File: src/rtl/bht_ctrl_pkg.sv
// Shared definitions for the branch-history table controller: counter
// encodings, default geometry, FSM states and helpers shared by the fetch
// and commit paths.
package bht_ctrl_pkg;

  localparam int unsigned IdxWDefault = 7;

  // 2-bit saturating counter encodings
  localparam logic [1:0] CTR_SNT = 2'b00;
  localparam logic [1:0] CTR_WNT = 2'b01;
  localparam logic [1:0] CTR_WT  = 2'b10;
  localparam logic [1:0] CTR_ST  = 2'b11;

  typedef enum logic [0:0] {
    StInit,
    StRun
  } bht_state_e;

  // Word address of a PC; the table index is its low IDX_W bits, i.e.
  // pc[IDX_W+1:2]. Both fetch and commit go through this one definition.
  function automatic logic [29:0] pc_word(input logic [31:0] pc);
    return pc[31:2];
  endfunction

  // Saturation is tested before the add/subtract so the counter never wraps.
  function automatic logic [1:0] ctr_next(input logic [1:0] ctr, input logic taken);
    logic [1:0] res;
    if (taken) begin
      res = (ctr == CTR_ST) ? CTR_ST : ctr + 2'd1;
    end else begin
      res = (ctr == CTR_SNT) ? CTR_SNT : ctr - 2'd1;
    end
    return res;
  endfunction

endpackage

File: src/rtl/bht_update_fifo.sv
// Small synchronous FIFO holding pending table writes {idx, next_ctr}.
// Depth must be a power of two so the pointers wrap naturally.
module bht_update_fifo #(
  parameter int unsigned DataW = 9,
  parameter int unsigned Depth = 4
) (
  input  logic             clk_i,
  input  logic             rst_ni,
  input  logic             push_i,
  input  logic [DataW-1:0] wdata_i,
  input  logic             pop_i,
  output logic [DataW-1:0] rdata_o,
  output logic             full_o,
  output logic             empty_o
);

  localparam int unsigned PtrW = (Depth > 1) ? $clog2(Depth) : 1;
  localparam logic [PtrW:0] FullCnt = (PtrW + 1)'(Depth);

  logic [DataW-1:0] mem_q [Depth];
  logic [PtrW-1:0]  wr_ptr_q, wr_ptr_d;
  logic [PtrW-1:0]  rd_ptr_q, rd_ptr_d;
  logic [PtrW:0]    count_q, count_d;
  logic             do_push, do_pop;

  assign full_o  = (count_q == FullCnt);
  assign empty_o = (count_q == '0);
  assign rdata_o = mem_q[rd_ptr_q];

  // Guard against overflow/underflow even if the caller misbehaves
  assign do_push = push_i & ~full_o;
  assign do_pop  = pop_i & ~empty_o;

  // Pointer and occupancy next-state
  always_comb begin
    wr_ptr_d = wr_ptr_q;
    rd_ptr_d = rd_ptr_q;
    count_d  = count_q;
    if (do_push) begin
      wr_ptr_d = wr_ptr_q + PtrW'(1);
    end
    if (do_pop) begin
      rd_ptr_d = rd_ptr_q + PtrW'(1);
    end
    if (do_push && !do_pop) begin
      count_d = count_q + (PtrW + 1)'(1);
    end else if (!do_push && do_pop) begin
      count_d = count_q - (PtrW + 1)'(1);
    end
  end

  // Pointer and occupancy registers; reset empties the queue
  always_ff @(posedge clk_i or negedge rst_ni) begin
    if (!rst_ni) begin
      wr_ptr_q <= '0;
      rd_ptr_q <= '0;
      count_q  <= '0;
    end else begin
      wr_ptr_q <= wr_ptr_d;
      rd_ptr_q <= rd_ptr_d;
      count_q  <= count_d;
    end
  end

  // Entry storage; contents are don't-care while empty so no reset
  always_ff @(posedge clk_i) begin
    if (do_push) begin
      mem_q[wr_ptr_q] <= wdata_i;
    end
  end

endmodule

File: src/rtl/bht_ctrl.sv
// Branch-history table sequencer and port arbiter. Sweeps the table to
// weakly-not-taken after reset, then shares the single RAM port between
// fetch lookups and queued commit-time counter writes.
module bht_ctrl
  import bht_ctrl_pkg::*;
#(
  parameter int unsigned IDX_W      = IdxWDefault,
  parameter int unsigned FIFO_DEPTH = 4
) (
  input  logic             clk_i,
  input  logic             rst_ni,
  input  logic             rdy_i,
  input  logic             if_req_i,
  input  logic [31:0]      if_pc_i,
  output logic             if_stall_o,
  output logic             if_resp_valid_o,
  output logic             if_predict_o,
  output logic [1:0]       if_ctr_o,
  input  logic             cm_valid_i,
  input  logic [31:0]      cm_pc_i,
  input  logic             cm_taken_i,
  input  logic [1:0]       cm_ctr_i,
  output logic             cm_ready_o,
  output logic             tbl_en_o,
  output logic             tbl_we_o,
  output logic [IDX_W-1:0] tbl_addr_o,
  output logic [1:0]       tbl_wdata_o,
  input  logic [1:0]       tbl_rdata_i,
  output logic             init_done_o
);

  localparam int unsigned EntryW  = IDX_W + 2;
  localparam logic [IDX_W-1:0] LastIdx = {IDX_W{1'b1}};

  bht_state_e       state_q, state_d;
  logic [IDX_W-1:0] sweep_q, sweep_d;
  logic             resp_q;

  logic [29:0]      if_word, cm_word;
  logic [IDX_W-1:0] if_idx, cm_idx;
  logic             active, in_init, in_run;
  logic             lookup_gnt, write_gnt, cm_push;
  logic             fifo_full, fifo_empty;
  logic [EntryW-1:0] fifo_wdata, fifo_rdata;
  logic [IDX_W-1:0] head_idx;
  logic [1:0]       head_ctr;
  logic             unused_pc;

  assign if_word   = pc_word(if_pc_i);
  assign cm_word   = pc_word(cm_pc_i);
  assign if_idx    = if_word[IDX_W-1:0];
  assign cm_idx    = cm_word[IDX_W-1:0];
  assign unused_pc = ^{if_word[29:IDX_W], cm_word[29:IDX_W]};

  // Reset is folded in so the table port goes quiet the instant reset asserts
  assign active  = rdy_i & rst_ni;
  assign in_init = active & (state_q == StInit);
  assign in_run  = active & (state_q == StRun);

  // Fetch wins unless the queue is full, which forces a drain cycle
  assign lookup_gnt = in_run & if_req_i & ~fifo_full;
  assign write_gnt  = in_run & ~fifo_empty & (~if_req_i | fifo_full);

  // Readiness depends on occupancy only, never on a same-cycle dequeue
  assign cm_ready_o = in_run & ~fifo_full;
  assign cm_push    = cm_valid_i & cm_ready_o;
  assign if_stall_o = ~in_run | fifo_full;

  assign fifo_wdata = {cm_idx, ctr_next(cm_ctr_i, cm_taken_i)};
  assign {head_idx, head_ctr} = fifo_rdata;

  bht_update_fifo #(
    .DataW (EntryW),
    .Depth (FIFO_DEPTH)
  ) u_fifo (
    .clk_i   (clk_i),
    .rst_ni  (rst_ni),
    .push_i  (cm_push),
    .wdata_i (fifo_wdata),
    .pop_i   (write_gnt),
    .rdata_o (fifo_rdata),
    .full_o  (fifo_full),
    .empty_o (fifo_empty)
  );

  // Table port mux: sweep write, fetch read, or queued counter write
  always_comb begin
    tbl_en_o    = 1'b0;
    tbl_we_o    = 1'b0;
    tbl_addr_o  = '0;
    tbl_wdata_o = '0;
    if (in_init) begin
      tbl_en_o    = 1'b1;
      tbl_we_o    = 1'b1;
      tbl_addr_o  = sweep_q;
      tbl_wdata_o = CTR_WNT;
    end else if (lookup_gnt) begin
      tbl_en_o   = 1'b1;
      tbl_addr_o = if_idx;
    end else if (write_gnt) begin
      tbl_en_o    = 1'b1;
      tbl_we_o    = 1'b1;
      tbl_addr_o  = head_idx;
      tbl_wdata_o = head_ctr;
    end
  end

  // Sweep sequencing: one entry per enabled cycle, RUN after the last entry
  always_comb begin
    state_d = state_q;
    sweep_d = sweep_q;
    if (in_init) begin
      sweep_d = sweep_q + IDX_W'(1);
      if (sweep_q == LastIdx) begin
        state_d = StRun;
      end
    end
  end

  // FSM, sweep index and lookup-response registers
  always_ff @(posedge clk_i or negedge rst_ni) begin
    if (!rst_ni) begin
      state_q <= StInit;
      sweep_q <= '0;
      resp_q  <= 1'b0;
    end else begin
      state_q <= state_d;
      sweep_q <= sweep_d;
      // Response is only presented in the cycle right after the grant
      resp_q  <= lookup_gnt;
    end
  end

  assign if_resp_valid_o = resp_q & active;
  assign if_ctr_o        = if_resp_valid_o ? tbl_rdata_i : 2'b00;
  assign if_predict_o    = if_ctr_o[1];
  assign init_done_o     = (state_q == StRun);

endmodule

File: config.mk
export PLATFORM = sky130hd
export DESIGN_NAME = bht_ctrl
export DESIGN_NICKNAME = d
export VERILOG_FILES = /design/src/rtl/bht_ctrl_pkg.sv /design/src/rtl/bht_update_fifo.sv /design/src/rtl/bht_ctrl.sv
export SDC_FILE = /design/constraint.sdc
export NUM_CORES = 1
export LEC_CHECK = 0
export BUFFER_PORTS_ARGS = -buffer_cell sky130_fd_sc_hd__clkbuf_2
export CAP_MARGIN = 20
export CORE_ASPECT_RATIO = 0.8
export CORE_MARGIN = 4
export CORE_UTILIZATION = 44
export DETAILED_ROUTE_END_ITERATION = 6
export PLACE_DENSITY = 0.77
export SYNTH_ARGS = -nofsm -noshare
export SYNTH_HDL_FRONTEND = slang
export SYNTH_SLANG_ARGS = --single-unit
File: constraint.sdc
create_clock -name clk_i -period 2.3 [get_ports clk_i]
set_input_delay 0.345 -clock clk_i [delete_from_list [all_inputs] [get_ports clk_i]]
set_output_delay 0.345 -clock clk_i [all_outputs]
set_load 0.1 [all_outputs]
# --- Word-level counts from Yosys, hierarchy flattened ---
# Memory sizes are Yosys's and may differ from the RTL's.
# Index checks and enable logic that the tools add are counted.
# Widths: inputs -> output; s select.
op_classes:
  n_eq_ne: 3
  bitwise_logic: 19
  muxes: 19
  add_sub_neg: 7
  n_reduce_logical: 8
ops:
  columns: ["operator", "n"]
  rows:
  - ["$mux 7", 3]
  - ["$mux 2", 7]
  - ["$and 1x1->1", 12]
  - ["$add 7x1->7 const B", 1]
  - ["$eq 7x7->1 const B", 1]
  - ["$mux 1", 7]
  - ["$add 2x1->2 const B", 3]
  - ["$mux 3", 2]
  - ["$not 1->1", 5]
  - ["$add 3x1->3 const B", 1]
  - ["$eq 3x3->1 const B", 1]
  - ["$logic_not 3->1", 1]
  - ["$sub 3x1->3 const B", 1]
  - ["$eq 2x2->1 const B", 1]
  - ["$logic_and 1x1->1", 2]
  - ["$logic_not 1->1", 2]
  - ["$logic_not 2->1", 1]
  - ["$or 1x1->1", 2]
  - ["$reduce_and 2->1", 1]
  - ["$reduce_bool 2->1", 1]
  - ["$sub 2x1->2 const B", 1]
word_totals:
  out_inout_bits: 18
  reg_bits: 16
  in_bits: 74
  mem_bits_rw: 36
  wordCells: 63
  memories: 1
memory_table:
  columns: ["memory", "depth", "word_bits", "read_ports", "rd_ports_with_merged_regs", "wr", "line", "rtl"]
  rows:
  - ["u_fifo.mem_q", 4, 9, 1, 0, 1, "bht_update_fifo.sv:20", "logic [DataW-1:0] mem_q [Depth];"]

# --- Logic depth before layout (Yosys ltp) ---
depth:
  ltp_word: 9
  depth_mapped: 10
  depth_no_buf: 8

# --- By module ---
# A second synthesis with hierarchy kept.
unflattened:
  hier_cells: 150
  hier_area_um2: 2416.1
modules_own_cells:
  columns: ["module", "n_inst", "seq_area_each_um2", "cells_each", "area_per_inst_um2"]
  rows:
  - ["bht_update_fifo", 1, 1256.2, 83, 1721.7]
  - ["bht_ctrl", 1, 225.2, 67, 694.4]

# --- Worst setup path after synthesis ---
# No wires, ideal clock.
synth_timing:
  path_kind: "register to output"
  startpoint: "register state_q (netlist: init_done_o)"
  endpoint: "output port tbl_wdata_o[0]"
  path_stages_with_launch: 6
  path_buffers: 2
  slack_ps: -1797
  required_time_ps: 1955
  t_arrival_ps: 3752
  path_cell_list: "dfrtp_1 > and3_1 > buf_6 > o21ai_0 > buf_2 > o21ai_0"
synth_between:
  elab_chain_len: 6
  elab_cells_between_ends: 10
  classes_between: "mux: 3; bitwise: 7"
synth_rtl:
  columns: ["element", "line", "rtl"]
  rows:
  - ["from (decl)", "bht_ctrl.sv:35", "bht_state_e state_q, state_d;"]
  - ["from (signal assigned)", "bht_ctrl.sv:123", "state_q <= StInit;"]
  - ["from (signal assigned)", "bht_ctrl.sv:127", "state_q <= state_d;"]
  - ["$and 1x1->1", "bht_ctrl.sv:58", "assign in_run = active & (state_q == StRun);"]
  - ["$and 1x1->1 (2 in series)", "bht_ctrl.sv:62", "assign write_gnt = in_run & ~fifo_empty & (~if_req_i | fifo_full);"]
  - ["$mux 2", "bht_ctrl.sv:100", "end else if (write_gnt) begin"]
  - ["$mux 2", "bht_ctrl.sv:97", "end else if (lookup_gnt) begin"]
  - ["$mux 2 *", "bht_ctrl.sv:92", "if (in_init) begin"]
  - ["to (decl)", "bht_ctrl.sv:27", "output logic [1:0] tbl_wdata_o,"]
# Mark *: on every way between the ends. The rest lies on a longest branch, timed or not.

# --- Final worst setup path ---
layout_timing:
  startpoint: "register u_fifo.rd_ptr_q[0]"
  endpoint: "output port tbl_addr_o[4]"
layout_between:
  elab_chain_len: 4
layout_rtl:
  columns: ["element", "line", "rtl"]
  rows:
  - ["from (decl)", "bht_update_fifo.sv:22", "logic [PtrW-1:0] rd_ptr_q, rd_ptr_d;"]
  - ["from (signal assigned)", "bht_update_fifo.sv:60", "rd_ptr_q <= rd_ptr_d;"]
  - ["$mem_v2 4x9", null, null]
  - ["$mux 7", "bht_ctrl.sv:100", null]
  - ["$mux 7", "bht_ctrl.sv:97", null]
  - ["$mux 7", "bht_ctrl.sv:92", null]
  - ["to (decl)", "bht_ctrl.sv:26", "output logic [IDX_W-1:0] tbl_addr_o,"]
# Every way passes these cells.

==> reports/results.tsv <==
metric	value	unit
num_vias	1444	
synthTopCellsByCount	36 x edfxtp_1, 16 x dfrtp_1, 16 x inv_1, 12 x nand2_1, 9 x mux4_2	
path_max_fanout	7	
clock_sinks	52	
antenna_found_initial	0	
dp.cells	264	
switching_share	29.6	%
die_w	90.2	um
clk_pin_slew_worst_paths	0.10	ns
synth-seq-area-share	62.3	%
hold_viol	0	
hold_path_class	in -> reg	
critPathSlowestCell	dfrtp_2	
drc	0	
grt_pass1_wl	7610	um
die_area	6650	sq um
hpwl	3360	um
first_global_vias	1530	
routabilityCongestion	0.766	
die_h	73.8	um
fmax	449	MHz
core-area	5120	sq um
synth_top_area_share	45.4	%
nets	294	
start_util	46.4	%
netlist_area	2380	sq um
slowest_delay	0.52	ns
ys_seq_elements	52	
avgSynthCellArea	14.7	sq um
portBuffers	41	
area_delta_synth_final	34.0	%
crit_path_end_kind	primary output	
synth_ff_type	edfxtp_1	
outcome	finished, final reports clean	
routed_wl	4670	um
switching_power	0.000600	W
grt_max_degree	19	
clk_path_buf_depth	2	
required	1.96	ns
synth_area_leader_cell	edfxtp_1	
fin_cells	276	
p_per_area	636	nW/um^2
worstPathArrival	1.88	ns
p_clk_share	26.8	%
syn-instance-count	162	
p_leak	1.27	nW
synth-async-reset-ratio	30.8	%
yosysMostFrequentCell	edfxtp_1	
cts_buffers	5	
wl_per_cell	16.9	um
worstPathCellList	buf_6 > mux4_2 > inv_1 > o221ai_4 > buf_12	
critPathLaunchType	register	
ctsHtreeMaxLevel	2	
syn_nets	243	
synth_warnings	0	
synthTopCellsByArea	edfxtp_1 45%, dfrtp_1 17%, mux4_2 8.5%	
grt_remaining_overflow	0	
path_class	reg -> out	
antennaDiodeCount	0	
finish.utilization	62.2	%
clk_latency	0.31	ns
worst_slew_pin_slew	0.794	ns
layout-drive-gt1-share	46.3	%
grtUsageTotal	15.2	%
ios	92	
drt_first_pass_iters	4	
cts_tree	built	
p_int	0.00143	W
comb_power_share	18.0	%
setup_viol	0	
synth.distinct_cells	35	
cts_root_buf	clkbuf_8	
via_per_inst	5.23	
maxCapViolCount	0	
max_slew_margin	46.9	%
fin_crit_sh	96.8	%
final.min_clock_period	2.23	ns
finClkSkew	0.00648	ns
vdd_drop_max	0.000333	V
drt_iter0_markers	69	
final_max_slew_viol_count	0	
row_count	23	
drtAntennaViolNets	0	
seqPwrFrac	55.2	%
synth_edf_count	36	
## flip-flops by register name (all words and copies together) (netlist names)
| signal | flops |
|---|---|
| sweep_q | 7 |
| u_fifo.count_q | 3 |
| u_fifo.mem_q | 36 |
| resp_q | 1 |
| init_done_o | 1 |
| u_fifo.rd_ptr_q | 2 |
| u_fifo.wr_ptr_q | 2 |
## layout make-up
cell class / count / area [sq um]
repair buffers: 52 / 500
well taps: 62 / 77.6
clock buffers: 5 / 68.8
multi-input cells: 86 / 967
flip-flops and latches: 52 / 1490
clock inverters: 3 / 27.5
inverters: 16 / 60.1
fillers: 386 / 1930
## placed cells by master (no fill, tap or decap), drive strengths merged, types with 2 or more instances in the layout
master and instances:
and3 4, maj3 2, xor2 4, o221ai 5, nand3 3, and2 7, clkbuf 30, buf 26
mux2 2, mux4 9, dfrtp 16, edfxtp 36, ha 6, nor2 4, nand4 4, a31oi 2
o211ai 3, nand2 12, xnor2 8, o21ai 2, inv 17
## cells by family after synthesis
kind of cell	synth area share (%)
DFF	62.3
AOI/OAI and AO/OA	4.47
and+or+nand+nor	9.52
muxes	9.63
buffers and inverters	4.84
adders and majority gates	4.84
xor gates and xnor gates	4.42
## worst paths after layout
check	startpoint	to	slack [ns]	cells past startpoint
max reg2reg	u_fifo.count_q[0]	u_fifo.count_q[1]	0.11	6
max in group asynchronous	rst_ni	init_done_o	0.95	3
min reg2reg	u_fifo.count_q[2]	u_fifo.count_q[2]	0.49	1
min	cm_pc_i[8]	u_fifo.mem_q[0][8]	0.25	1
max	u_fifo.rd_ptr_q[0]	tbl_addr_o[4]	0.07	5
min in group asynchronous	rst_ni	resp_q	0.77	3
## metal layers
metal / up-vias / global-route usage [%] / share of wire, %
li1: 693 / - / -
met4: 0 / 5.43 / 1.5
met5: - / 0 / 0
met2: 40 / 26.5 / 49
met3: 7 / 3.99 / 4.7
met1: 704 / 18.6 / 45
## per-stage QoR
| stage | setup TNS (ns) | instance area [sq um] | hold slack, ns | setup slack, ns | total power, W |
|---|---|---|---|---|---|
| 6_report | 0 | 3190 | 0.251 | 0.0741 | 0.00203 |
| 3_5_place_dp | 0 | 3020 | 0.331 | 0.129 | 0.00150 |
| 3_3_place_gp | 0 | 3020 | 0.342 | 0.154 | 0.00149 |
| 5_1_grt | -0.0114 | 3190 | 0.230 | -0.00654 | 0.00212 |
| 2_1_floorplan | -0.0738 | 2550 | 0.0494 | -0.0497 | 0.00136 |
| 4_1_cts | 0 | 3150 | 0.241 | 0.0114 | 0.00204 |
## worst max-delay path: cells and delay by family (launching register included)
kind / cells / cell delay (ns)
AO/OA/AOI/OAI: 1 / 0.11
buffers and inverters: 3 / 0.45
flip-flops: 1 / 0.52
multiplexers: 1 / 0.49
## timing repair
action,in CTS,in global routing
hold buffers,1,0
resized for setup,2,6
gates cloned,0,0
setup buffers,1,2
endpoints found under the hold margin,16,0
setup endpoints to repair,10,11
## power by group through the flow
stage	registers (W)	logic, W	clock network, W
detailed placement	0.00114	0.000365	0
global route	0.00113	0.000389	0.000601
finish	0.00112	0.000365	0.000543
floorplan	0.00112	0.000240	0
global placement	0.00114	0.000357	0
CTS	0.00112	0.000367	0.000556
Power figures use the tool's default switching activity.
